## config.mk

```make
export PLATFORM = sky130hd
export DESIGN_NAME = rf_wport_arbiter
export DESIGN_NICKNAME = d
export VERILOG_FILES = /design/src/rtl/rf_wport_arbiter.sv
export SDC_FILE = /design/constraint.sdc
export NUM_CORES = 1
export LEC_CHECK = 0
export ABC_AREA = 1
export ABC_CLOCK_PERIOD_IN_PS = 2600
export CAP_MARGIN = 5
export CORE_ASPECT_RATIO = 2
export CORE_MARGIN = 1.5
export CORE_UTILIZATION = 51
export DETAILED_ROUTE_END_ITERATION = 7
export DONT_BUFFER_PORTS = 1
export PLACE_DENSITY = 0.64
export SLEW_MARGIN = 20
export SYNTH_ARGS = -nofsm -noshare
export SYNTH_HDL_FRONTEND = slang
export SYNTH_SLANG_ARGS = --single-unit
```

## constraint.sdc

```tcl
create_clock -name clk -period 2.6 [get_ports clk]
set_input_delay 0.52 -clock clk [delete_from_list [all_inputs] [get_ports clk]]
set_output_delay 0.52 -clock clk [all_outputs]
set_load 0.005 [all_outputs]
```

## src/rtl/rf_wport_arbiter.sv

```systemverilog
// rf_wport_arbiter
//   Shares the register file's single write port between the pipeline
//   writeback stage (WB) and a multi-cycle execution unit (MC). It keeps a
//   per-register scoreboard of outstanding MC results for decode hazard
//   checks. It also forces MC through, stalling the pipeline, once MC has
//   been refused STARVE_LIMIT consecutive cycles.
//
// Ports
//   clk, rst                      clock, synchronous active-high reset
//   wb_valid/wb_rd/wb_data        writeback write request
//   mc_valid/mc_rd/mc_data        MC result; mc_ready accepts it
//   iss_valid/iss_rd              MC issue, sets the scoreboard bit
//   rs1_q/rs2_q -> rs1/rs2_busy   decode source register busy lookups
//   sb_any_busy                   any scoreboard bit set
//   pipe_stall                    pipeline freeze; WB replays its write
//   rf_wr_en/rf_rd_addr/rf_rd_data regfile write port
module rf_wport_arbiter #(
  parameter int WIDTH        = 32,
  parameter int ADDR_W       = 5,
  parameter int STARVE_LIMIT = 4
) (
  input  logic              clk,
  input  logic              rst,
  input  logic              wb_valid,
  input  logic [ADDR_W-1:0] wb_rd,
  input  logic [WIDTH-1:0]  wb_data,
  input  logic              mc_valid,
  input  logic [ADDR_W-1:0] mc_rd,
  input  logic [WIDTH-1:0]  mc_data,
  output logic              mc_ready,
  input  logic              iss_valid,
  input  logic [ADDR_W-1:0] iss_rd,
  input  logic [ADDR_W-1:0] rs1_q,
  input  logic [ADDR_W-1:0] rs2_q,
  output logic              rs1_busy,
  output logic              rs2_busy,
  output logic              sb_any_busy,
  output logic              pipe_stall,
  output logic              rf_wr_en,
  output logic [ADDR_W-1:0] rf_rd_addr,
  output logic [WIDTH-1:0]  rf_rd_data
);

  localparam int          NREG  = 2 ** ADDR_W;
  localparam logic [3:0]  LIMIT = 4'(STARVE_LIMIT);

  logic [NREG-1:0] sb;
  logic [NREG-1:0] sb_next;
  logic [NREG-1:0] set_mask;
  logic [NREG-1:0] clr_mask;
  logic [3:0]      starve_cnt;

  logic wb_need;
  logic mc_zero;
  logic starved;
  logic force_mc;
  logic grant_mc;
  logic mc_xfer;

  always_comb begin
    wb_need  = wb_valid && (wb_rd != '0);
    mc_zero  = mc_valid && (mc_rd == '0);
    starved  = (starve_cnt >= LIMIT);
    // MC only beats a live WB write once it has starved long enough.
    force_mc = mc_valid && !mc_zero && wb_need && starved;
    grant_mc = mc_valid && !mc_zero && (!wb_need || force_mc);

    mc_ready    = 1'b0;
    pipe_stall  = 1'b0;
    rf_wr_en    = 1'b0;
    rf_rd_addr  = '0;
    rf_rd_data  = '0;
    rs1_busy    = 1'b0;
    rs2_busy    = 1'b0;
    sb_any_busy = 1'b0;

    if (!rst) begin
      // An rd=0 result needs no port, so it is absorbed regardless of WB.
      mc_ready    = mc_zero || grant_mc;
      pipe_stall  = force_mc;
      rs1_busy    = sb[rs1_q];
      rs2_busy    = sb[rs2_q];
      sb_any_busy = |sb;
      if (grant_mc) begin
        rf_wr_en   = 1'b1;
        rf_rd_addr = mc_rd;
        rf_rd_data = mc_data;
      end else if (wb_need) begin
        rf_wr_en   = 1'b1;
        rf_rd_addr = wb_rd;
        rf_rd_data = wb_data;
      end
    end

    mc_xfer  = mc_valid && mc_ready;
    set_mask = iss_valid ? (NREG'(1) << iss_rd) : '0;
    clr_mask = mc_xfer   ? (NREG'(1) << mc_rd)  : '0;
    // Set is applied after clear so a same-cycle issue to the same
    // register keeps it busy; register 0 never tracks anything.
    sb_next  = ((sb & ~clr_mask) | set_mask) & ~NREG'(1);
  end

  always_ff @(posedge clk) begin
    if (rst) begin
      sb         <= '0;
      starve_cnt <= '0;
    end else begin
      sb <= sb_next;
      if (mc_valid && !mc_ready) begin
        if (starve_cnt != 4'hF) starve_cnt <= starve_cnt + 4'd1;
      end else begin
        starve_cnt <= '0;
      end
    end
  end

endmodule

```

Yosys cells after proc, flatten, opt, wreduce, memory -nomap -nowiden:

Index checks and enable logic that the tools add are counted.

* flip-flop bits (word level): 36
* input bits: 94
* output and inout port bits: 43
* logic and storage cells: 51

* equal/unequal tests: 1
* mux-type cells: 20
* $add $sub $neg: 1
* $lt $le $gt $ge: 3
* reductions and logical operators: 17
* shift operators: 2
* bitwise gates (word level): 4

Operators with widths (number)
* $mux W32: 5
* $shl A1 B5 Y32 const A: 2
* $and A32 B32 Y32: 1
* $not A32 Y32: 1
* $or A32 B32 Y32: 1
* $reduce_or A32 Y1: 1
* $mux W5: 3
* $lt A5 B6 Y1 const B: 2
* $bmux W1 S5: 2
* $mux W1: 10
* $logic_and A1 B1 Y1: 8
* $logic_not A5 Y1: 1
* $reduce_bool A5 Y1: 1
* $add A4 B1 Y4 const B: 1
* $ge A4 B3 Y1 const B: 1
* $ne A4 B4 Y1 const B: 1
* $logic_not A1 Y1: 3
* $logic_or A1 B1 Y1: 2
* $reduce_or A2 Y1: 1
* $not A1 Y1: 1

Depth between registers and ports, before layout:

Gate-level depths: netlist of the first run.

* depth in word-level cells: 15
* mapped depth: 11
* mapped depth without buffers: 9

Worst setup path before layout of the first run:

OpenSTA, ideal clock, no wires.

* kind: input port to output port
* from: in mc_rd[2]
* to: out rf_rd_data[11]
* arrival: 1484 ps
* required time: 2080 ps
* cell stages on the path: 10
* path buffers: 3
* path slack: 596 ps
* cells stage by stage: buf_6 inv_4 nand4_4 nand2_2 inv_2 nand2_4 buf_8 buf_8 nand3_2 a21oi_2

* longest elaborated chain between the ends: 10

Ends and longest elaborated chain
* start: declaration: line 28 `input logic [ADDR_W-1:0] mc_rd,`
* $logic_not A5 Y1 (*): line 62 `mc_zero = mc_valid && (mc_rd == '0);`
* $logic_and A1 B1 Y1 (*): line 62
* $logic_not A1 Y1 (*): line 65, 66
* $logic_and A1 B1 Y1 (*): line 65, 66
* $logic_and A1 B1 Y1 (2 in series): line 65 `force_mc = mc_valid && !mc_zero && wb_need && starved;`
* $logic_or A1 B1 Y1: line 66 `grant_mc = mc_valid && !mc_zero && (!wb_need || force_mc);`
* $logic_and A1 B1 Y1 (*): line 66
* $mux W32 (*): line 84 `if (grant_mc) begin`
* $mux W32 (*): line 77 `if (!rst) begin`
* end: declaration: line 41 `output logic [WIDTH-1:0] rf_rd_data`

Every way passes the cells marked *; elsewhere a longest branch is shown, timed or not.

Final worst setup path of the first run:

* from: reg sb[4]
* to: out sb_any_busy

* longest elaborated chain between the ends: 2

Ends and longest elaborated chain
* start: declaration: line 47 `logic [NREG-1:0] sb;`
* start signal: assignment: line 108 `sb <= sb_next;`
* $reduce_or A32 Y1: line 83 `sb_any_busy = |sb;`
* $mux W1: line 77
* end: declaration: line 37 `output logic sb_any_busy,`

No other way between the ends.

==> summary.txt, run 1 <==
Outcome - complete, no violations
Clk pin slew, worst setup/hold paths - 60 ps
Type of origin of the critical path - flop
Setup Buffers After CTS - 0
First-pass GRT wire length - 17600 um
Final ANT Viol Nets - 0
TritonRoute pass-1 iters - 4
Final setup vio count - 0
Area of the multi-input gates - 2450 um2
Net Count, Synth - 683
Clock group share of total power - 44.9%
Share of the synthesized area in the top cell type - 19.7%
Setup TNS - 0 ps
Hold Path Class - in -> reg
Total GRT Usage - 31.2%
Mean area per synthesized cell - 6.04 um2
Post-synthesis sequential area ratio - 19.7%
WP data arrival - 1700 ps
Reg power frac - 35.5%
Crit path capture type - primary output
# hold bufs at CTS - 0
PortBufs - 0
Worst r2r dst - sb[16]
Starting density of the core - 53.2%
Final period util - 85.4%
Die height - 121 um
Crit path buffers/inverters - 0
CTS tree - yes
# rows - 42
Fin Hold WS - 310 ps
Largest net degree at the start of global routing - 70
Routed WL per cell - 17.2 um
Routed via count - 3871
Worst-Margin Slew - 663 ps
R2R cell count - 6
Worst Path Max Fanout - 4
Reg2reg start - starve_cnt[2]
DRT Wirelength - 11100 um
Most frequent cells in the layout - nand2_1, nand3_1, nor2_1, a21oi_1, dfxtp_1
Internal Power - 1.12 mW
Leak - 1.27 nW
Number of distinct library cells after synthesis - 33
Clk buf depth - 2
Clk Latency, worst-skew pair - 280 ps
Slowest CP cell - nor4_1
Root buffer cell - clkbuf_16
Switch Pwr - 437 uW
Total core area - 6670 um2
Logic gate share of total power - 19.6%
Starting DRT DRC Count - 289
Sw frac - 28.0%
Clock sinks - 35
Crit path kind - reg -> out
Critical Path RT - 2080 ps
Final Hold Viols - 0
Vias/cell - 6.00
Tmin final - 2220 ps
FF-to-FF setup slack - 1170 ps
Full die area - 7500 um2
RSZ-0062 raised after global routing - no
Most frequent CP cell - nor2_1
Die Span X - 62.0 um
Max_cap viols - 0
Worst Setup SP - sb[4]
Layout cells sized above 1 - 15.6%
Worst path depth - 4
Final #Nets - 651
CTS H-tree lvls - 2
Area contributors post-synth - dfxtp_1, nand2_1, nand3_1
FF+latch count, synth - 35
GR Overflow Total - 0
Reg area - 701 um2
P per Cell Area - 431 nW/um2
Area growth syn-to-layout - 1.94%
FILL cells - 728
Vias in the first global route - 3619
RePlAce Congestion - 0.844
End point of the critical path - sb_any_busy
Gate Count Post-Synth - 588
DR DRC count - 0
Mapped cell area - 3550 um2
Post-CTS Resized - 0
Worst path top cell family by delay - simple AND/OR/NAND/NOR gates
Commonest non-fill, non-tap cell in the layout - nand2_1
Hpwl dp - 8600 um
YS warnings - 0
# IOs - 137
Crit-path max cell delay - 620 ps
Worst slew margin - 55.4%
Antenna violations before repair - 0
F_max - 450 MHz
N_diodes - 0
Num CTS Buffers - 5
Final Slew Violations - 0
VDD IR max - 0.392 mV
CP Cell Sequence - nor4_1, nand4_1, nor2_1, nor2_1
Clk_skew - 3.84 ps
Dominant cell type by area after synthesis - dfxtp_1
[worst register-to-register path: cells and delay by family (launching register included)]
kind	cells	cell delay (ps)
buffers and inverters	1	270
and+or+nand+nor	4	630
DFF	1	340
AOI/OAI and AO/OA	1	130
[sequential cells by signal, indices dropped and copies added, names as in the netlist]
register and flops:
sb 31, starve_cnt 4
[cell type report]
cell class / count / share of cell area [%]
inverter: 33 / 3.77
clock inverter: 2 / 0.968
timing repair buffer: 5 / 1.38
tap: 88 / 3.04
sequential: 35 / 19.4
clock buffer: 6 / 3.84
multi-input combinational: 476 / 67.6
[stage by stage]
step | power (mW) | cells | util (%) | setup slack, ps | instance area (um2)
finish | 1.56 | 645 | 54.2 | 378 | 3620
CTS | 1.56 | 645 | 54.2 | 407 | 3620
detailed placement | 0.869 | 637 | 51.6 | 442 | 3440
global route | 1.62 | 645 | 54.2 | 249 | 3620
global placement | 0.863 | 637 | 51.6 | 496 | 3440
floorplan | 0.875 | 588 | - | 596 | 3550
[cells in the mapped netlist, drive strengths merged]
cell and instances:
a21oi 71, buf 28, clkbuf 16, clkinv 2
conb 1, dfxtp 35, ha 1, inv 31
nand2 173, nand3 123, nand4 17, nor2 65
nor3 3, nor3b 1, nor4 10, o211ai 2
o21ai 7, xnor2 1, xor2 1
[routing by layer]
metal / vias up / global-route usage, % / part of all wire, %
met5: - / 0 / 0
met3: 42 / 7.36 / 6.0
li1: 1899 / - / -
met2: 171 / 53.1 / 54
met4: 0 / 20.5 / 6.2
met1: 1759 / 31.4 / 34
[power groups by stage]
| stage | clock (mW) | combinational (mW) | sequential, mW |
|---|---|---|---|
| 2_1_floorplan | 0 | 0.313 | 0.562 |
| 3_3_place_gp | 0 | 0.298 | 0.565 |
| 3_5_place_dp | 0 | 0.304 | 0.565 |
| 4_1_cts | 0.705 | 0.305 | 0.554 |
| 5_1_grt | 0.726 | 0.340 | 0.555 |
| 6_report | 0.701 | 0.305 | 0.554 |
[cell families (layout without fill, tap and decap cells)]
family	after synthesis	after routing	synth area share, %
AND/OR/NAND/NOR	392	392	53.3
AO/OA/AOI/OAI	80	80	14.6
buffers and inverters	77	46	11.4
flip-flops	35	35	19.7
XOR/XNOR	2	2	0.494
adder cells (fa/ha/maj)	1	1	0.352
other	1	1	0.106
[worst min-delay path by stage]
| stage | start | to | slack [ps] | depth (start not counted) |
|---|---|---|---|---|
| after floorplan | sb[5] | sb[5] | 450 | 2 |
| after global placement | sb[6] | sb[6] | 460 | 2 |
| after detailed placement | sb[6] | sb[6] | 480 | 2 |
| after CTS | rst | sb[30] | 300 | 1 |
| after global routing | rst | sb[15] | 300 | 1 |
| final | rst | sb[14] | 310 | 1 |
No activity file was read; power rests on OpenSTA's default activity.
==> run 2: changes to the inputs <==
--- a/config.mk
+++ b/config.mk
@@ -6,7 +6,6 @@
 export NUM_CORES = 1
 export LEC_CHECK = 0
 export ABC_AREA = 1
-export ABC_CLOCK_PERIOD_IN_PS = 2600
 export CAP_MARGIN = 5
 export CORE_ASPECT_RATIO = 2
 export CORE_MARGIN = 1.5
==> results of run 2 <==
Final layout, timing and power as in run 1 (identical DEF).
==> run 3: changes to the inputs <==
--- a/config.mk
+++ b/config.mk
@@ -12,6 +12,7 @@
 export CORE_UTILIZATION = 51
 export DETAILED_ROUTE_END_ITERATION = 7
 export DONT_BUFFER_PORTS = 1
+export GPL_ROUTABILITY_DRIVEN = 1
 export PLACE_DENSITY = 0.64
 export SLEW_MARGIN = 20
 export SYNTH_ARGS = -nofsm -noshare
==> results of run 3 <==
Final layout, timing and power as in run 1 (identical DEF).
==> edit 1, RTL diff (config.mk and constraints of run 1) <==
Set the parameter `WIDTH` to 64 (it was 32).
--- a/src/rtl/rf_wport_arbiter.sv
+++ b/src/rtl/rf_wport_arbiter.sv
@@ -15,7 +15,7 @@
 //   pipe_stall                    pipeline freeze; WB replays its write
 //   rf_wr_en/rf_rd_addr/rf_rd_data regfile write port
 module rf_wport_arbiter #(
-  parameter int WIDTH        = 32,
+  parameter int WIDTH        = 64,
   parameter int ADDR_W       = 5,
   parameter int STARVE_LIMIT = 4
 ) (
Ports: changed (resized mc_data, rf_rd_data and wb_data); port bits go from 137 to 233. The function was not compared with the original's and may differ.
==> edit 1 against run 1 <==
First-iteration DRC count up 82%. Power down 3.6%. Final area increased by 5.8%. Worst setup slack worse by 170 ps. Wire length increased by 35%. Sequential cell count did not move. Synthesized area is 6.9% higher. Non-clock buffer count grew 2. Worst hold slack about the same. Register-to-register slack worse by 450 ps. Critical path type unchanged. Largest power group unchanged.
==> edit 1: results (changes against run 1) <==
Synth Flop Type dfxtp_1 (unchanged); relative slew slack 53.5% (was 55.4%); vias in the first global route 4222 (was 3619); vias 4780 (was 3871); antenna violations before repair 0 (unchanged); synthesis-stage register bit count 35 (unchanged); drt pass-1 iters 6 (was 4); Reg-to-Reg Start starve_cnt[2] (unchanged); Int Power 1.02 mW (was 1.12 mW); Pleak 1.37 nW (was 1.27 nW); Tot GR Track Use 36.3% (was 31.2%); Clk Latency, worst-skew pair 280 ps (about the same); Inserted Diodes 0 (unchanged); Synth async-reset ratio 0% (unchanged); WHS Endpoint sb[6] (was sb[14]); status complete, no violations (unchanged); worst hold margin 311 ps (was 310 ps); crit path DAT 1870 ps (was 1700 ps); Fillers 769 (was 728); PortBufs 0 (unchanged); RePlAce Congestion 1.12 (was 0.844); nets 813 (was 651); maximum root-to-sink buffer count 2 (unchanged); clock buffer count from CTS 5 (unchanged); largest net degree at the start of global routing 102 (was 70); hold path startpoint rst (unchanged); maximum vdd drop 268 uV (was 392 uV); Worst R2R Path Depth 6 (unchanged); Fin Clk Skew 4.22 ps (was 3.84 ps); routed wire length 15.0 mm (was 11.1 mm); top flop regs sb x31, starve_cnt x4 (unchanged); first-pass GRT wire length 22.4 mm (was 17.6 mm); Mapped Nets 857 (was 683); critical-path maximum fanout 31 (was 4); drt initial violations 527 (was 289); hold depth 1 (unchanged); post-synth cell types 29 (was 33); post-synthesis sequential area ratio 18.5% (was 19.7%); post-DP HPWL 12.0 mm (was 8.60 mm); Post-synth top cells nand2_1 (192), nand3_1 (155), a21oi_1 (93) (was nand2_1 (169), nand3_1 (92), nor2_1 (64)); Reg2Reg Capture Point sb[29] (was sb[16]); CTS clock-pin slew for the worst setup and hold paths 50 ps; Setup Fix Bufs, Post-CTS 0 (unchanged); Syn. warnings 0 (unchanged); r2r setup slk 720 ps (was 1170 ps); layout cells sized above 1 6.72% (was 15.6%); Root Driver clkbuf_16 (unchanged); PostCTS Resize Cnt 0 (unchanged); Area contributors post-synth nand3_1 (20%), nand2_1 (19%), dfxtp_1 (18%) (was dfxtp_1 (20%), nand2_1 (18%), nand3_1 (13%)); H-tree depth 2 (unchanged); Routed Antenna Nets 0 (unchanged); Worst Hold Class input pin to flip-flop (unchanged)
-- edit 1: cell types whose count changed after synthesis, moves of 2 or more --
cell / run 1 / this run
nand3_2: 31 / 0
a21oi_1: 41 / 93
nand2_1: 169 / 192
buf_12: 2 / 0
clkbuf_1: 16 / 24
buf_4: 3 / 0
nand2_2: 3 / 12
nand3_1: 92 / 155
buf_6: 2 / 5
buf_2: 17 / 26
a21oi_2: 30 / 10
-- edit 1: worst max path at each step --
stage,cells after the start,startpoint,to
after global routing,8,mc_rd[3],rf_rd_addr[3]
after global placement,10,wb_rd[1],rf_rd_data[32]
after CTS,6,starve_cnt[2],rf_rd_data[61]
final,6,starve_cnt[2],rf_rd_data[32]
after floorplan,11,wb_rd[1],rf_rd_data[37]
after detailed placement,8,mc_rd[3],rf_rd_data[61]
-- edit 1: area by class of cell --
cell class                 count  share of cell area [%]
tap                           92                    3.01
timing repair buffer           7                    2.03
clock inverter                 2                   0.327
inverter                      33                    3.43
sequential                    35                    18.3
clock buffer                   6                    3.36
multi-input combinational    572                    69.6
-- edit 1: critical path, stage by stage, from the launching register on --
cell and delay [ps]:
dfxtp_1 330, nor2_1 300, nand2_2 120, nand2_4 120
buf_4 310, nand3_1 110, a21oi_1 280
-- edit 1: layer usage --
| metal | up-vias | GRT usage, % | wire length [um] |
|---|---|---|---|
| li1 | 2248 | - | - |
| met1 | 2122 | 42.1 | 5250 |
| met2 | 350 | 59.2 | 7030 |
| met3 | 60 | 7.28 | 1650 |
| met4 | 0 | 23.5 | 1030 |
| met5 | - | 0 | 0 |
-- edit 1: kinds of logic (layout without fill, tap and decap cells) --
| group | after synthesis | in the layout | synth area share (%) |
|---|---|---|---|
| and+or+nand+nor | 456 | 456 | 53.4 |
| AOI/OAI and AO/OA | 112 | 112 | 15.9 |
| buffers and inverters | 91 | 48 | 11.3 |
| DFF | 35 | 35 | 18.5 |
| xor gates and xnor gates | 2 | 2 | 0.462 |
| adders and majority gates | 1 | 1 | 0.330 |
| other | 1 | 1 | 0.0988 |
-- edit 1: power groups by stage --
stage | clock network, mW | registers, mW | logic (mW)
CTS | 0.579 | 0.554 | 0.368
global placement | 0 | 0.566 | 0.358
floorplan | 0 | 0.562 | 0.352
global route | 0.609 | 0.555 | 0.412
finish | 0.574 | 0.555 | 0.375
detailed placement | 0 | 0.566 | 0.367
-- edit 1: through the flow --
stage / std cells / area [um2] / setup slack, ps / total power, mW
global placement: 739 / 3690 / 290 / 0.924
floorplan: 698 / 3790 / 576 / 0.914
detailed placement: 739 / 3690 / 262 / 0.933
CTS: 747 / 3830 / 248 / 1.50
finish: 747 / 3830 / 212 / 1.50
global route: 747 / 3830 / 149 / 1.58
==> edit 2, RTL diff (settings of run 1) <==
Without the edit above. Reset style: asynchronous (`rst`), changed in one clocked block. Comments in the files are not updated.
--- a/src/rtl/rf_wport_arbiter.sv
+++ b/src/rtl/rf_wport_arbiter.sv
@@ -100,7 +100,7 @@
     sb_next  = ((sb & ~clr_mask) | set_mask) & ~NREG'(1);
   end
 
-  always_ff @(posedge clk) begin
+  always_ff @(posedge clk or posedge rst) begin
     if (rst) begin
       sb         <= '0;
       starve_cnt <= '0;
Check against the original RTL: same outputs for any inputs over 10 cycles, from zero or initial values and one cycle with rst high; that may be too few to reach the edited logic, so the function may still have changed.
==> edit 2 against run 1 <==
Synthesized cell count is 0.51% lower. Clock skew is 0.98 ps lower. Final area is 4.0% lower. Sequential share of layout area is 5.9 points higher. Critical path depth is 2 higher. Global-route usage is 0.26 points higher. Wire length is 1.7% higher. Worst setup slack worse by 110 ps. Via count is 0.26% lower. Clock power is 5.8% lower. Power is 30% higher. Sequential cell count stayed put. Synthesized area is 4.4% lower. Critical path type unchanged. Highest routed layer unchanged.
==> edit 2: results (changes against run 1) <==
Reg2Reg Capture Point sb[25] (was sb[16]); maximum vdd drop 448 uV (was 392 uV); Worst R2R Path Depth 6 (unchanged); largest net degree at the start of global routing 73 (was 70); Slew @ Worst Pin 539 ps (was 663 ps); Metal-1 WL 3.93 mm (was 3.76 mm); Final Instance Count excl. Fillers 644 (was 645); Fillers 709 (was 728); Synth async-reset ratio 100% (was 0%); drt pass-1 iters 5 (was 4); wire length on met3 813 um (was 666 um); M1 GR Usage 32.8% (was 31.4%); critical-path maximum fanout 72 (was 4); Max stage delay cell, worst path dfrtp_1 (was nor4_1); Avg Vias per Cell 6.00 (about the same); RePlAce Congestion 0.959 (was 0.844); routed wire length 11.3 mm (was 11.1 mm); met3 GRT Util 5.25% (was 7.36%); status complete, no violations (unchanged); layout cells sized above 1 4.30% (was 15.6%); Area after DPL 3310 um2 (was 3440 um2); grt met2 use 55.4% (was 53.1%); Tot GR Track Use 31.4% (was 31.2%); Post-Synthesis Cells 585 (was 588); CTS clock-pin slew for the worst setup and hold paths 50 ps; Synth Flop Type dfrtp_1 (was dfxtp_1); Area contributors post-synth dfrtp_1 (26%), nand2_1 (20%), nand3_1 (13%) (was dfxtp_1 (20%), nand2_1 (18%), nand3_1 (13%)); vias in the first global route 3481 (was 3619); Mapped Nets 680 (was 683); post-synthesis sequential area ratio 25.8% (was 19.7%); drt initial violations 164 (was 289); first-pass GRT wire length 17.2 mm (was 17.6 mm); met2 WL 5.88 mm (was 5.98 mm); worst setup margin 266 ps (was 378 ps); crit path DAT 1810 ps (was 1700 ps); Pleak 1.67 nW (was 1.27 nW); hold path startpoint iss_rd[4] (was rst); r2r setup slk 990 ps (was 1170 ps); nets 653 (was 651); Place WS 362 ps (was 442 ps); post-synth cell types 32 (was 33); hold depth 2 (was 1); Fin Clk Skew 2.86 ps (was 3.84 ps); CP peak stage delay 420 ps (was 620 ps); WHS Endpoint sb[16] (was sb[14]); final instance area 3470 um2 (was 3620 um2); Post-synth top cells nand2_1 (184), nand3_1 (87), nor2_1 (83) (was nand2_1 (169), nand3_1 (92), nor2_1 (64)); post-DP HPWL 8.72 mm (was 8.60 mm); Reg-to-Reg Start starve_cnt[2] (unchanged)
## edit 2: worst reg2reg max path, cell delays in order, from the launching register on
cell,delay [ps]
dfrtp_1,420
nor2_1,310
nand3_2,260
buf_4,300
nand3_1,120
nand2_1,50
o21ai_0,70
## edit 2: logic make-up after synthesis
kind of cell    after synthesis  synth area share [%]
buf+inv                      71                  10.2
fa+ha+maj                     1                 0.369
flops                        35                  25.8
compound gates               76                  11.5
xor+xnor                      3                 0.774
simple gates                399                  51.3
## edit 2: final cells by class
class                      instances  share of cell area (%)
clock buffer                       6                    3.71
clock inverter                     1                   0.865
inverter                          32                    3.53
multi-input combinational        479                    62.5
sequential                        35                    25.2
tap                               86                    3.10
timing repair buffer               5                    1.08
## edit 2: power by group
| part | leakage, nW | total (mW) | internal [mW] | switching, mW |
|---|---|---|---|---|
| Sequential | 0.415 | 0.862 | 0.667 | 0.195 |
| Combinational | 1.17 | 0.508 | 0.191 | 0.318 |
| Clock | 0.0769 | 0.660 | 0.447 | 0.213 |
| Total | 1.67 | 2.03 | 1.30 | 0.726 |
## edit 2: metrics by stage
stage | hold WS (ps) | total power, mW
4_1_cts | 386 | 2.02
3_5_place_dp | 531 | 1.36
2_1_floorplan | 474 | 1.24
6_report | 386 | 2.03
5_1_grt | 417 | 2.16
3_3_place_gp | 512 | 1.36
## edit 2: how the worst max path moves through the flow
stage | from | end | depth (start not counted)
global placement | mc_rd[1] | rf_rd_addr[1] | 9
global route | starve_cnt[2] | rf_rd_data[30] | 6
detailed placement | mc_rd[1] | rf_rd_addr[1] | 9
CTS | starve_cnt[2] | rf_rd_data[30] | 6
floorplan | rst | rf_rd_addr[0] | 4
finish | starve_cnt[2] | rf_rd_data[30] | 6
